--- src/rtl/fsm_control_param_if.sv ---
// -----------------------------------------------------------------------------
// fsm_control_param_if
//
// Purpose: groups the flag, threshold and status signals that connect the
// flow-control FIFOs to the supervising control FSM.
//
// Parameters: NUM_FIFOS (supervised FIFOs, >= 1), UMBRAL_W (threshold width
// per FIFO), ERR_CNT_W (error-entry counter width).
//
// Signals:
//   init          request to (re)enter initialisation, level-sensitive
//   umbrales_in   thresholds, FIFO i at [i*UMBRAL_W +: UMBRAL_W]
//   fifo_error    per-FIFO error flag
//   fifo_empty    per-FIFO empty flag
//   umbrales_out  thresholds latched during INIT
//   state_out     current FSM state (RESET=0 INIT=1 IDLE=2 ACTIVE=3 ERROR=4)
//   idle_out / active_out / error_out   one-hot status in IDLE/ACTIVE/ERROR
//   error_src     sticky record of FIFOs that raised an error
//   err_count     number of entries into ERROR
//
// Handshake semantics: there is no valid/ready pair on this bus. Every input
// is a level that the FSM samples on each rising clk edge, and every output
// is a register that is valid for the whole cycle after the edge that wrote it.
//
// Modports: master = flag/threshold producer, slave = the control FSM.
// -----------------------------------------------------------------------------
interface fsm_control_param_if #(
  parameter int NUM_FIFOS = 5,
  parameter int UMBRAL_W  = 4,
  parameter int ERR_CNT_W = 4
);
  logic                          init;
  logic [NUM_FIFOS*UMBRAL_W-1:0] umbrales_in;
  logic [NUM_FIFOS-1:0]          fifo_error;
  logic [NUM_FIFOS-1:0]          fifo_empty;
  logic [NUM_FIFOS*UMBRAL_W-1:0] umbrales_out;
  logic [2:0]                    state_out;
  logic                          idle_out;
  logic                          active_out;
  logic                          error_out;
  logic [NUM_FIFOS-1:0]          error_src;
  logic [ERR_CNT_W-1:0]          err_count;

  modport master (
    output init, umbrales_in, fifo_error, fifo_empty,
    input  umbrales_out, state_out, idle_out, active_out, error_out,
           error_src, err_count
  );

  modport slave (
    input  init, umbrales_in, fifo_error, fifo_empty,
    output umbrales_out, state_out, idle_out, active_out, error_out,
           error_src, err_count
  );
endinterface

--- src/rtl/fsm_control_param.sv ---
// -----------------------------------------------------------------------------
// fsm_control_param
//
// Purpose: parametrised control FSM supervising NUM_FIFOS FIFOs. Latches the
// per-FIFO thresholds while in INIT, reports IDLE / ACTIVE / ERROR from the
// FIFO empty and error flags, and keeps a sticky record of erroring FIFOs.
//
// Ports:
//   clk      single clock, rising edge
//   reset_L  synchronous active-low reset
//   bus      fsm_control_param_if.slave (flags, thresholds, status outputs)
//
// Optional feature: define FSM_ERR_COUNT_EN to build a saturating counter of
// entries into ERROR on bus.err_count. Without it err_count is tied to 0.
//
// The state register is visible on bus.state_out for checkers.
// -----------------------------------------------------------------------------
module fsm_control_param #(
  parameter int NUM_FIFOS = 5,  // must be >= 1
  parameter int UMBRAL_W  = 4,
  parameter int ERR_CNT_W = 4
) (
  input  logic                   clk,
  input  logic                   reset_L,
  fsm_control_param_if.slave     bus
);

  typedef enum logic [2:0] {
    ST_RESET  = 3'd0,
    ST_INIT   = 3'd1,
    ST_IDLE   = 3'd2,
    ST_ACTIVE = 3'd3,
    ST_ERROR  = 3'd4
  } state_t;

  state_t                        state_q;
  state_t                        state_d;
  logic                          idle_q;
  logic                          active_q;
  logic                          error_q;
  logic [NUM_FIFOS*UMBRAL_W-1:0] umbrales_q;
  logic [NUM_FIFOS-1:0]          error_src_q;

  logic any_err;
  logic all_empty;

  assign any_err   = |bus.fifo_error;
  assign all_empty = &bus.fifo_empty;

  // Next-state logic. init overrides everything except reset (reset is
  // applied in the register process). Error is evaluated before the empty
  // flags so a simultaneous error always wins.
  always_comb begin
    state_d = ST_RESET;
    if (bus.init) begin
      state_d = ST_INIT;
    end else begin
      case (state_q)
        ST_RESET:  state_d = ST_INIT;
        ST_INIT:   state_d = any_err ? ST_ERROR : ST_IDLE;
        ST_IDLE: begin
          if (any_err)         state_d = ST_ERROR;
          else if (!all_empty) state_d = ST_ACTIVE;
          else                 state_d = ST_IDLE;
        end
        ST_ACTIVE: begin
          if (any_err)        state_d = ST_ERROR;
          else if (all_empty) state_d = ST_IDLE;
          else                state_d = ST_ACTIVE;
        end
        ST_ERROR:  state_d = ST_ERROR;  // absorbing; left only via init/reset
        default:   state_d = ST_RESET;  // encodings 5..7 recover through RESET
      endcase
    end
  end

  // State register and status flags. The flags decode state_d so they change
  // on the same edge as the state register.
  always_ff @(posedge clk) begin
    if (!reset_L) begin
      state_q  <= ST_RESET;
      idle_q   <= 1'b0;
      active_q <= 1'b0;
      error_q  <= 1'b0;
    end else begin
      state_q  <= state_d;
      idle_q   <= (state_d == ST_IDLE);
      active_q <= (state_d == ST_ACTIVE);
      error_q  <= (state_d == ST_ERROR);
    end
  end

  // Thresholds follow the input on every edge spent in INIT and hold elsewhere.
  always_ff @(posedge clk) begin
    if (!reset_L) begin
      umbrales_q <= '0;
    end else if (state_q == ST_INIT) begin
      umbrales_q <= bus.umbrales_in;
    end
  end

  // Sticky error record. It accumulates in every operational state; an init
  // request clears it on the edge that moves the FSM into INIT. In RESET it
  // stays at its cleared value.
  always_ff @(posedge clk) begin
    if (!reset_L) begin
      error_src_q <= '0;
    end else if (state_q == ST_INIT || state_q == ST_IDLE ||
                 state_q == ST_ACTIVE || state_q == ST_ERROR) begin
      if (bus.init) error_src_q <= '0;
      else          error_src_q <= error_src_q | bus.fifo_error;
    end
  end

`ifdef FSM_ERR_COUNT_EN
  logic                 enter_err;
  logic [ERR_CNT_W-1:0] err_cnt_q;

  // Only entries from INIT/IDLE/ACTIVE count; staying in ERROR does not.
  assign enter_err = (state_d == ST_ERROR) &&
                     (state_q == ST_INIT || state_q == ST_IDLE ||
                      state_q == ST_ACTIVE);

  // Saturating counter, cleared only by reset (init leaves it alone).
  always_ff @(posedge clk) begin
    if (!reset_L) begin
      err_cnt_q <= '0;
    end else if (enter_err && (err_cnt_q != {ERR_CNT_W{1'b1}})) begin
      err_cnt_q <= err_cnt_q + 1'b1;
    end
  end

  assign bus.err_count = err_cnt_q;
`else
  assign bus.err_count = {ERR_CNT_W{1'b0}};
`endif

  assign bus.state_out    = state_q;
  assign bus.idle_out     = idle_q;
  assign bus.active_out   = active_q;
  assign bus.error_out    = error_q;
  assign bus.umbrales_out = umbrales_q;
  assign bus.error_src    = error_src_q;

endmodule

--- src/flat_wrapper.sv ---
// flat-port wrapper written by rule: the top's interface ports become plain ports
module fsm_control_param_flat 
#(
  parameter int NUM_FIFOS = 5,                 
  parameter int UMBRAL_W  = 4,
  parameter int ERR_CNT_W = 4
)
  (clk, reset_L, bus_init, bus_umbrales_in, bus_fifo_error, bus_fifo_empty, bus_umbrales_out, bus_state_out, bus_idle_out, bus_active_out, bus_error_out, bus_error_src, bus_err_count);
  fsm_control_param_if #(.NUM_FIFOS(NUM_FIFOS), .UMBRAL_W(UMBRAL_W), .ERR_CNT_W(ERR_CNT_W)) bus_i ();
  input  logic clk;
  input  logic reset_L;
  input wire logic [$bits(bus_i.init)-1:0] bus_init;
  input wire logic [$bits(bus_i.umbrales_in)-1:0] bus_umbrales_in;
  input wire logic [$bits(bus_i.fifo_error)-1:0] bus_fifo_error;
  input wire logic [$bits(bus_i.fifo_empty)-1:0] bus_fifo_empty;
  output wire logic [$bits(bus_i.umbrales_out)-1:0] bus_umbrales_out;
  output wire logic [$bits(bus_i.state_out)-1:0] bus_state_out;
  output wire logic [$bits(bus_i.idle_out)-1:0] bus_idle_out;
  output wire logic [$bits(bus_i.active_out)-1:0] bus_active_out;
  output wire logic [$bits(bus_i.error_out)-1:0] bus_error_out;
  output wire logic [$bits(bus_i.error_src)-1:0] bus_error_src;
  output wire logic [$bits(bus_i.err_count)-1:0] bus_err_count;
  assign bus_i.init = bus_init;
  assign bus_i.umbrales_in = bus_umbrales_in;
  assign bus_i.fifo_error = bus_fifo_error;
  assign bus_i.fifo_empty = bus_fifo_empty;
  assign bus_umbrales_out = bus_i.umbrales_out;
  assign bus_state_out = bus_i.state_out;
  assign bus_idle_out = bus_i.idle_out;
  assign bus_active_out = bus_i.active_out;
  assign bus_error_out = bus_i.error_out;
  assign bus_error_src = bus_i.error_src;
  assign bus_err_count = bus_i.err_count;
  fsm_control_param #(.NUM_FIFOS(NUM_FIFOS), .UMBRAL_W(UMBRAL_W), .ERR_CNT_W(ERR_CNT_W)) u_core (.clk(clk), .reset_L(reset_L), .bus(bus_i));
endmodule
--- config.mk ---
export PLATFORM = sky130hd
export DESIGN_NAME = fsm_control_param_flat
export DESIGN_NICKNAME = d
export VERILOG_FILES = /design/src/rtl/fsm_control_param_if.sv /design/src/rtl/fsm_control_param.sv /design/src/flat_wrapper.sv
export SDC_FILE = /design/constraint.sdc
export NUM_CORES = 1
export LEC_CHECK = 0
export ABC_CLOCK_PERIOD_IN_PS = 1900
export BUFFER_PORTS_ARGS = -buffer_cell sky130_fd_sc_hd__buf_2
export CAP_MARGIN = 10
export CORE_MARGIN = 2
export CORE_UTILIZATION = 42
export CTS_CLUSTER_SIZE = 40
export DETAILED_ROUTE_END_ITERATION = 10
export PLACE_DENSITY = 0.78
export REMOVE_ABC_BUFFERS = 1
export SLEW_MARGIN = 20
export SYNTH_ARGS = -nofsm -noshare
export SYNTH_HDL_FRONTEND = slang
export SYNTH_SLANG_ARGS = --single-unit
--- constraint.sdc ---
create_clock -name clk -period 1.9 [get_ports clk]
set_clock_uncertainty 0.05 [all_clocks]
set_input_delay 0 -clock clk [delete_from_list [all_inputs] [get_ports clk]]
set_output_delay 0 -clock clk [all_outputs]
set_load 0.01 [all_outputs]
# After elaboration in Yosys (flattened, before gate mapping)

Cells that the tools add are included.

Flip-flop bits (word level): 31
Bits in latches: 0
Memory bits (writable): 0
Bits in read-only memories: 0
Input port bits: 33
Output and inout bits: 35
Memories: 0

Add/subtract/negate cells: 0
Multiply operators: 0
Div/mod/pow operators: 0
Magnitude comparators: 0
Equality and inequality tests: 7
Shift operators: 0
Multiplexer cells: 6
Bitwise gates (word level): 1
Reduce and logical (&&, ||, !) cells: 7

Operators with widths:

| operator             | number |
|---|---|
| $eq A3 B2 Y1 const B | 4 |
| $pmux W3 S4          | 1 |
| $mux W3              | 3 |
| $eq A3 B3 Y1 const B | 2 |
| $mux W5              | 1 |
| $or A5 B5 Y5         | 1 |
| $reduce_and A5 Y1    | 1 |
| $reduce_or A5 Y1     | 1 |
| $eq A3 B1 Y1 const B | 1 |
| $logic_not A3 Y1     | 1 |
| $logic_or A1 B1 Y1   | 3 |
| $reduce_or A2 Y1     | 1 |
| $mux W1              | 1 |

# Depth between registers and ports, before layout

Gate-level depths: netlist of the first run.

Depth after elaboration: 6
Depth in mapped cells: 4
Gate-level depth less buffers: 3

# Least setup slack after synthesis of the first run

OpenSTA, ideal clock, no wires.

Kind: reg2reg
Start point: register u_core.state_q[2] (netlist: u_core.bus.state_out[2])
End point: register u_core.idle_q (netlist: u_core.bus.idle_out)
Data arrival time: 1.441 ns
Slack: 0.350 ns
Stages on the path, launching flop included: 4
Path buffers: 0
Period minus slack after synthesis: 1.550 ns
Cell sequence: dfxtp_1 > or3b_1 > or4b_4 > o21ba_1

Longest elaborated chain between the ends: 5
Elaborated cells between the ends (all ways): 9
Classes of those cells: eq/ne: 5; mux: 2; reduce/logical: 2

Ends and longest elaborated chain:

| item                       | RTL line                | source |
|---|---|---|
| start: declaration         | fsm_control_param.sv:36 | `state_t state_q;` |
| start signal: assignment   | fsm_control_param.sv:86 | `state_q <= state_d;` |
| $eq A3 B2 Y1               | fsm_control_param.sv:58 | `case (state_q)` |
| $reduce_or A2 Y1 (no line) | -                       |  |
| $pmux W3 S4 (*)            | fsm_control_param.sv:58 |  |
| $mux W3 (*)                | fsm_control_param.sv:55 | `if (bus.init) begin` |
| $eq A3 B2 Y1 (*)           | fsm_control_param.sv:87 | `idle_q <= (state_d == ST_IDLE);` |
| end signal: assignment     | fsm_control_param.sv:87 |  |
| end: declaration           | fsm_control_param.sv:38 | `logic idle_q;` |

Every way passes the cells marked *; elsewhere a longest branch is shown, timed or not.
A chain may end at the register's enable or synchronous reset.

# Final worst setup path of the first run

Start point: input bus_fifo_error[0]
End point: register u_core.idle_q (netlist: u_core.bus.idle_out)

Longest elaborated chain between the ends: 5
Elaborated cells between the ends (all ways): 6
Classes of those cells: eq/ne: 1; mux: 4; reduce/logical: 1

Ends and longest elaborated chain:

| item                       | RTL line                                         | source |
|---|---|---|
| start: declaration         | flat_wrapper.sv:14                               | `input wire logic [$bits(bus_i.fifo_error)-1:0] bus_fifo_error;` |
| $reduce_or A5 Y1 (*)       | fsm_control_param.sv:47                          | `assign any_err = \|bus.fifo_error;` |
| $mux W3 (on tied branches) | fsm_control_param.sv:67, fsm_control_param.sv:60 |  |
| $pmux W3 S4 (*)            | fsm_control_param.sv:58                          |  |
| $mux W3 (*)                | fsm_control_param.sv:55                          |  |
| $eq A3 B2 Y1 (*)           | fsm_control_param.sv:87                          |  |

Marks and branches as above.

==> results of run 1 <==
[path summary, 6_finish.rpt]
path / end / slack (ns) / cells after the start
min reg2reg: u_core.bus.umbrales_out[7]$_SDFFE_PN0N_ / 0.40 / 2
max reg2reg: u_core.bus.idle_out$_SDFF_PN0_ / 0.29 / 3
max: u_core.bus.idle_out$_SDFF_PN0_ / 0.24 / 5
min: u_core.bus.active_out$_SDFF_PN0_ / 0.05 / 4
[critical path: stages]
cell	delay [ns]
dlygate4sd3_1	0.53
buf_2	0.13
nor4_1	0.45
or4b_4	0.54
o21ba_1	0.22
[registers in the layout, indices dropped and copies added (netlist names)]
name	cells
u_core.bus.umbrales_out	20
u_core.bus.error_src	5
u_core.bus.state_out	3
u_core.bus.active_out	1
u_core.bus.error_out	1
u_core.bus.idle_out	1
[cell type report]
class | instances | area [um^2] | area share
Sequential cell | 31 | 621 | 0.346
Timing Repair Buffer | 92 | 601 | 0.334
Multi-Input combinational cell | 97 | 479 | 0.267
Clock buffer | 6 | 41.3 | 0.0230
Tap cell | 31 | 38.8 | 0.0216
Inverter | 4 | 15.0 | 0.00836
[cell usage in the layout (no fill, tap or decap)]
cell type,synthesis,layout
buf_2,0,63
nand2_1,42,42
dfxtp_1,31,31
dlygate4sd3_1,0,27
a21oi_1,22,22
nor2_1,6,6
a31oi_1,5,5
clkbuf_4,0,5
inv_1,4,4
conb_1,1,4
nor4_1,2,2
a211oi_1,2,2
nor3_1,2,2
buf_4,4,2
nor3b_2,0,1
or3b_2,1,1
a211o_2,1,1
o21ai_1,1,1
or3_2,1,1
a31o_2,1,1
or3b_1,1,1
or4b_4,1,1
nand2b_1,1,1
nand3_1,1,1
or2b_2,1,1
o21ba_1,1,1
clkbuf_1,7,1
[cell families (layout without fill, tap and decap cells)]
family / after synthesis / after routing
AND/OR/NAND/NOR: 60 / 60
flip-flops: 31 / 31
other: 1 / 4
AO/OA/AOI/OAI: 33 / 33
buffers and inverters: 15 / 102
[what timing repair did]
| item | 4_1_cts | 5_1_grt |
|---|---|---|
| hold buffers | 27 | 0 |
| endpoints found under the setup margin | 0 | 0 |
| endpoints found under the hold margin | 30 | 0 |
[stage by stage]
stage / setup TNS [ns] / cell area [um^2]
2_1_floorplan: -1.15 / 1110
3_3_place_gp: 0 / 1480
3_5_place_dp: 0 / 1480
4_1_cts: 0 / 1800
5_1_grt: 0 / 1800
6_report: 0 / 1800
[routing by layer]
metal	global-route usage	wire, um	vias up
met2	0.327	1390	58
met4	0.0612	29	0
met5	0	0	-
met3	0.0760	251	4
li1	-	-	643
met1	0.206	1200	544
[power by group]
| group | switching, uW | total, uW | internal [uW] |
|---|---|---|---|
| clock network | 187 | 318 | 131 |
| registers | 20.9 | 709 | 688 |
| logic | 120 | 245 | 125 |
| total | 327 | 1270 | 945 |
==> metrics.md, run 1 <==
| Metric | Value |
|---|---|
| Hold Path Class | `in -> reg` |
| Clock latency on the worst-skew pair | `0.31 ns` |
| Vias in the first global route | `1109` |
| Filler cells | `231` |
| Synth cell types | `24` |
| Final Hold Fails | `0` |
| Worst Min Path Start | `bus_fifo_empty[1]` |
| Layout cells sized above 1 | `0.335` |
| Setup Fix Bufs, Post-CTS | `0` |
| Max-slew violation count | `0` |
| Crit Reg-Reg Startpoint | `u_core.bus.state_out[2]$_SDFF_PN0_` |
| Routed WL | `2.87 mm` |
| Top FF cell, synth | `dfxtp_1` |
| # rows | `19` |
| Post-synthesis sequential area ratio | `0.537` |
| Vias | `1249` |
| EDFF count, synth | `0` |
| Outcome | `finished, final reports clean` |
| VDD IR max | `0.557 mV` |
| Synth Area in XOR/XNOR | `0` |
| Root Driver | `clkbuf_4` |
| CP Launch Point | `bus_fifo_error[0]` |
| Maximum clock rate | `0.601 GHz` |
| Final Cycle Share | `0.876` |
| Mux cell area share after synthesis | `0` |
| Total die area | `0.00318 mm^2` |
| Cell count after placement | `228` |
| Clock sinks | `31` |
| GR Overflow Total | `0` |
| Top post-synthesis cells by area | `dfxtp_1 (54%), nand2_1 (14%), a21oi_1 (9.5%), a31oi_1 (2.7%), buf_4 (2.6%)` |
| Antenna violations before repair | `0` |
| Top-count cell post-synth | `nand2_1` |
| Synth cell count leaders | `nand2_1 (42), dfxtp_1 (31), a21oi_1 (22), clkbuf_1 (7), nor2_1 (6)` |
| Asr flop ratio synth | `0` |
| Routability cong. | `0.742` |
| Core ar. | `0.00269 mm^2` |
| Reg clk slew, reported paths | `0.08 ns` |
| Drt pass-1 iters | `4` |
| Syn_area_per_cell | `8.25 um^2` |
| Pre-CTS setup slack | `0.314 ns` |
| Starting density of the core | `0.430` |
| Critical Path End Type | `flop` |
| Cell Area, Synth | `0.00115 mm^2` |
| Detailed placer's ending HPWL | `1.81 mm` |
| Number of diodes | `0` |
| Overall power | `1270 uW` |
| Largest family of logic cells by synthesized area | `simple AND/OR/NAND/NOR gates` |
| Minimum hold slack | `0.0462 ns` |
| Post-synth top area share | `0.537` |
| Post-Synth Adder-Cell Area | `0` |
| First-pass GRT wire length | `4.72 mm` |
| Die Wd | `56.4 um` |
| Clk buf depth | `2` |
| Finished Layout Cells | `261` |
| Simple-gate share of the synthesized area | `0.233` |
| Syn Inst Count | `140` |
| Via density | `4.79` |
| H-tree depth | `2` |
| YS warnings | `0` |
| I/O Buffers | `63` |
| Leak | `0.000879 uW` |
| Average wire per standard cell | `11.0 um` |
| Synth-to-Final Area Change | `55.5%` |
| CTS tree | `built` |
| Setup-failing EPs final | `0` |
| Final Net Count | `264` |
| Setup CP Type | `in -> reg` |
| CP Launch Type | `primary input` |
| Max-cap viol count | `0` |
| Power per cell area | `709 mW/mm^2` |
| Die Ht | `56.4 um` |
| RSZ-0062 raised after global routing | `no` |
| Seq cells post-synth | `31` |
| Residual DRC | `0` |
| All-Layer GR Usage | `0.188` |
| Fin crit period | `1.66 ns` |
| Critical Path RT | `2.11 ns` |
| Crit path max fanout | `3` |
| Largest net degree at the start of global routing | `21` |
| Crit path DAT | `1.87 ns` |
| Final ANT Viol Nets | `0` |
| Top-Level Pins | `68` |
| TritonCTS buffer count | `5` |
| Detailed Route Iter0 Violations | `41` |
| Post-layout util | `0.668` |
| Setup ws final | `0.235 ns` |
| Largest area contributor in the netlist | `dfxtp_1` |
| Compound-Gate Fraction of Synth Area | `0.165` |
| Cts repair resizes | `0` |
No activity file was read; power rests on OpenSTA's default activity.
==> inputs of run 2 (changes only) <==
--- a/config.mk
+++ b/config.mk
@@ -6,13 +6,13 @@
 export NUM_CORES = 1
 export LEC_CHECK = 0
 export ABC_CLOCK_PERIOD_IN_PS = 1900
-export BUFFER_PORTS_ARGS = -buffer_cell sky130_fd_sc_hd__buf_2
 export CAP_MARGIN = 10
 export CORE_MARGIN = 2
-export CORE_UTILIZATION = 42
+export CORE_UTILIZATION = 50
 export CTS_CLUSTER_SIZE = 40
 export DETAILED_ROUTE_END_ITERATION = 10
-export PLACE_DENSITY = 0.78
+export DONT_BUFFER_PORTS = 1
+export PLACE_DENSITY = 0.65
 export REMOVE_ABC_BUFFERS = 1
 export SLEW_MARGIN = 20
 export SYNTH_ARGS = -nofsm -noshare
==> metrics.md, run 2 (synthesis gave the netlist of run 1 again) <==
| Metric | Value |
|---|---|
| Outcome | `finished, final reports clean` |
| # rows | `17` |
| Root Driver | `clkbuf_4` |
| VDD IR max | `0.656 mV` |
| Reg2reg end | `u_core.bus.state_out[2]$_SDFF_PN0_` |
| Commonest cells after routing, fill and taps aside | `nand2_1 (42), dlygate4sd3_1 (31), dfxtp_1 (29), a21oi_1 (22), nor2_1 (6)` |
| Detailed Route Iter0 Violations | `11` |
| Fin crit period | `1.84 ns` |
| Routability cong. | `0.715` |
| Leak | `0.000613 uW` |
| Final Cycle Share | `0.966` |
| RSZ-0062 raised after global routing | `no` |
| Power per cell area | `822 mW/mm^2` |
| Critical Path RT | `2.12 ns` |
| Average wire per standard cell | `13.9 um` |
| Final ANT Viol Nets | `0` |
| Max-cap viol count | `0` |
| CTS tree | `built` |
| Synth-to-Final Area Change | `31.6%` |
| Setup Fix Bufs, Post-CTS | `0` |
| Setup crit end | `u_core.bus.idle_out$_SDFF_PN0_` |
| DP Area | `0.00116 mm^2` |
| First-pass GRT wire length | `4.31 mm` |
| Detailed placer's ending HPWL | `1.62 mm` |
| Slew margin rel. | `0.525` |
| Worst Reg-to-Reg Cells | `4` |
| Critical Path End Type | `flop` |
| Routed WL | `2.79 mm` |
| Crit Reg-Reg Startpoint | `u_core.bus.state_out[1]$_SDFF_PN0_` |
| Filler cells | `188` |
| CP Launch Type | `primary input` |
| Vias in the first global route | `1004` |
| Setup CP Type | `in -> reg` |
| Clk buf depth | `2` |
| Drt pass-1 iters | `4` |
| Minimum hold slack | `0.0388 ns` |
| Setup-failing EPs final | `0` |
| I/O Buffers | `0` |
| Commonest non-fill, non-tap cell in the layout | `nand2_1` |
| Total die area | `0.00271 mm^2` |
| Reg clk slew, reported paths | `0.08 ns` |
| Final Net Count | `204` |
| Die Ht | `52.1 um` |
| Core ar. | `0.00219 mm^2` |
| Finished layout cell area | `0.00152 mm^2` |
| Clock latency on the worst-skew pair | `0.32 ns` |
| Antenna violations before repair | `0` |
| Max-slew violation count | `0` |
| Final Hold Fails | `0` |
| GR Overflow Total | `0` |
| Via density | `5.27` |
| Number of diodes | `0` |
| Maximum clock rate | `0.545 GHz` |
| Die Wd | `52.1 um` |
| TritonCTS buffer count | `5` |
| Vias | `1053` |
| H-tree depth | `2` |
| Overall power | `1250 uW` |
| Clock sinks | `31` |
| Hold Path Class | `in -> reg` |
| Largest net degree at the start of global routing | `25` |
| Largest register FFs | `20` |
| Residual DRC | `0` |
| Starting density of the core | `0.527` |
| Multi-input logic area | `479 um^2` |
| Crit path DAT | `2.05 ns` |
| Slew @ Worst Pin | `0.711 ns` |
| Seq. cell area | `623 um^2` |
| All-Layer GR Usage | `0.228` |
| Crit path max fanout | `2` |
| Top-Level Pins | `68` |
| Layout cells sized above 1 | `0.0930` |
| CP Launch Point | `bus_fifo_empty[1]` |
| Setup slack, reg-to-reg | `0.16 ns` |
-- run 2: worst max-delay path, stage by stage --
cell           delay, ns
dlygate4sd3_1       0.53
nand2_1             0.05
dlygate4sd3_1       0.55
nor3_1              0.19
dlygate4sd3_1       0.61
o21ba_1             0.13
-- run 2: final cells by class --
class,instances,area share
clock buffer,7,0.0296
inverter,4,0.00988
clock inverter,1,0.00329
timing repair buffer,32,0.209
sequential,31,0.410
multi-input combinational,97,0.315
tap,28,0.0230
-- run 2: how the worst min path moves through the flow --
stage / from / endpoint / slack, ns / cells past startpoint
2_1_floorplan: bus_init / u_core.bus.error_out$_SDFF_PN0_ / 0.03 / 1
3_3_place_gp: bus_init / u_core.bus.state_out[2]$_SDFF_PN0_ / 0.03 / 1
3_5_place_dp: bus_init / u_core.bus.state_out[2]$_SDFF_PN0_ / 0.03 / 1
4_1_cts: bus_fifo_empty[0] / u_core.bus.state_out[0]$_SDFF_PN0_ / 0.02 / 3
5_1_grt: bus_fifo_empty[0] / u_core.bus.state_out[0]$_SDFF_PN0_ / 0.07 / 3
6_report: bus_fifo_empty[0] / u_core.bus.state_out[0]$_SDFF_PN0_ / 0.04 / 3
-- run 2: routing by layer --
metal	routed length, um	GRT usage
met2	1470	0.416
met4	27	0.132
met5	0	0
met1	990	0.213
met3	293	0.0862
-- run 2: what timing repair did --
action,in CTS,in global routing
endpoints found under the hold margin,31,0
setup endpoints to repair,0,1
gates resized for setup,0,2
hold buffers,31,0
-- run 2: metrics by stage --
step                cells  setup slack [ns]  utilization  setup TNS, ns
global placement      161             0.296        0.528              0
detailed placement    161             0.255        0.528              0
global route          200           0.00228        0.694              0
CTS                   200            0.0336        0.693              0
floorplan             132           -0.0574            -          -1.15
finish                200            0.0643        0.694              0
-- run 2: power by group --
group / switching [uW] / internal (uW) / total, uW
Clock: 206 / 144 / 350
Combinational: 82.0 / 81.2 / 163
Sequential: 46.9 / 689 / 736
Total: 335 / 914 / 1250
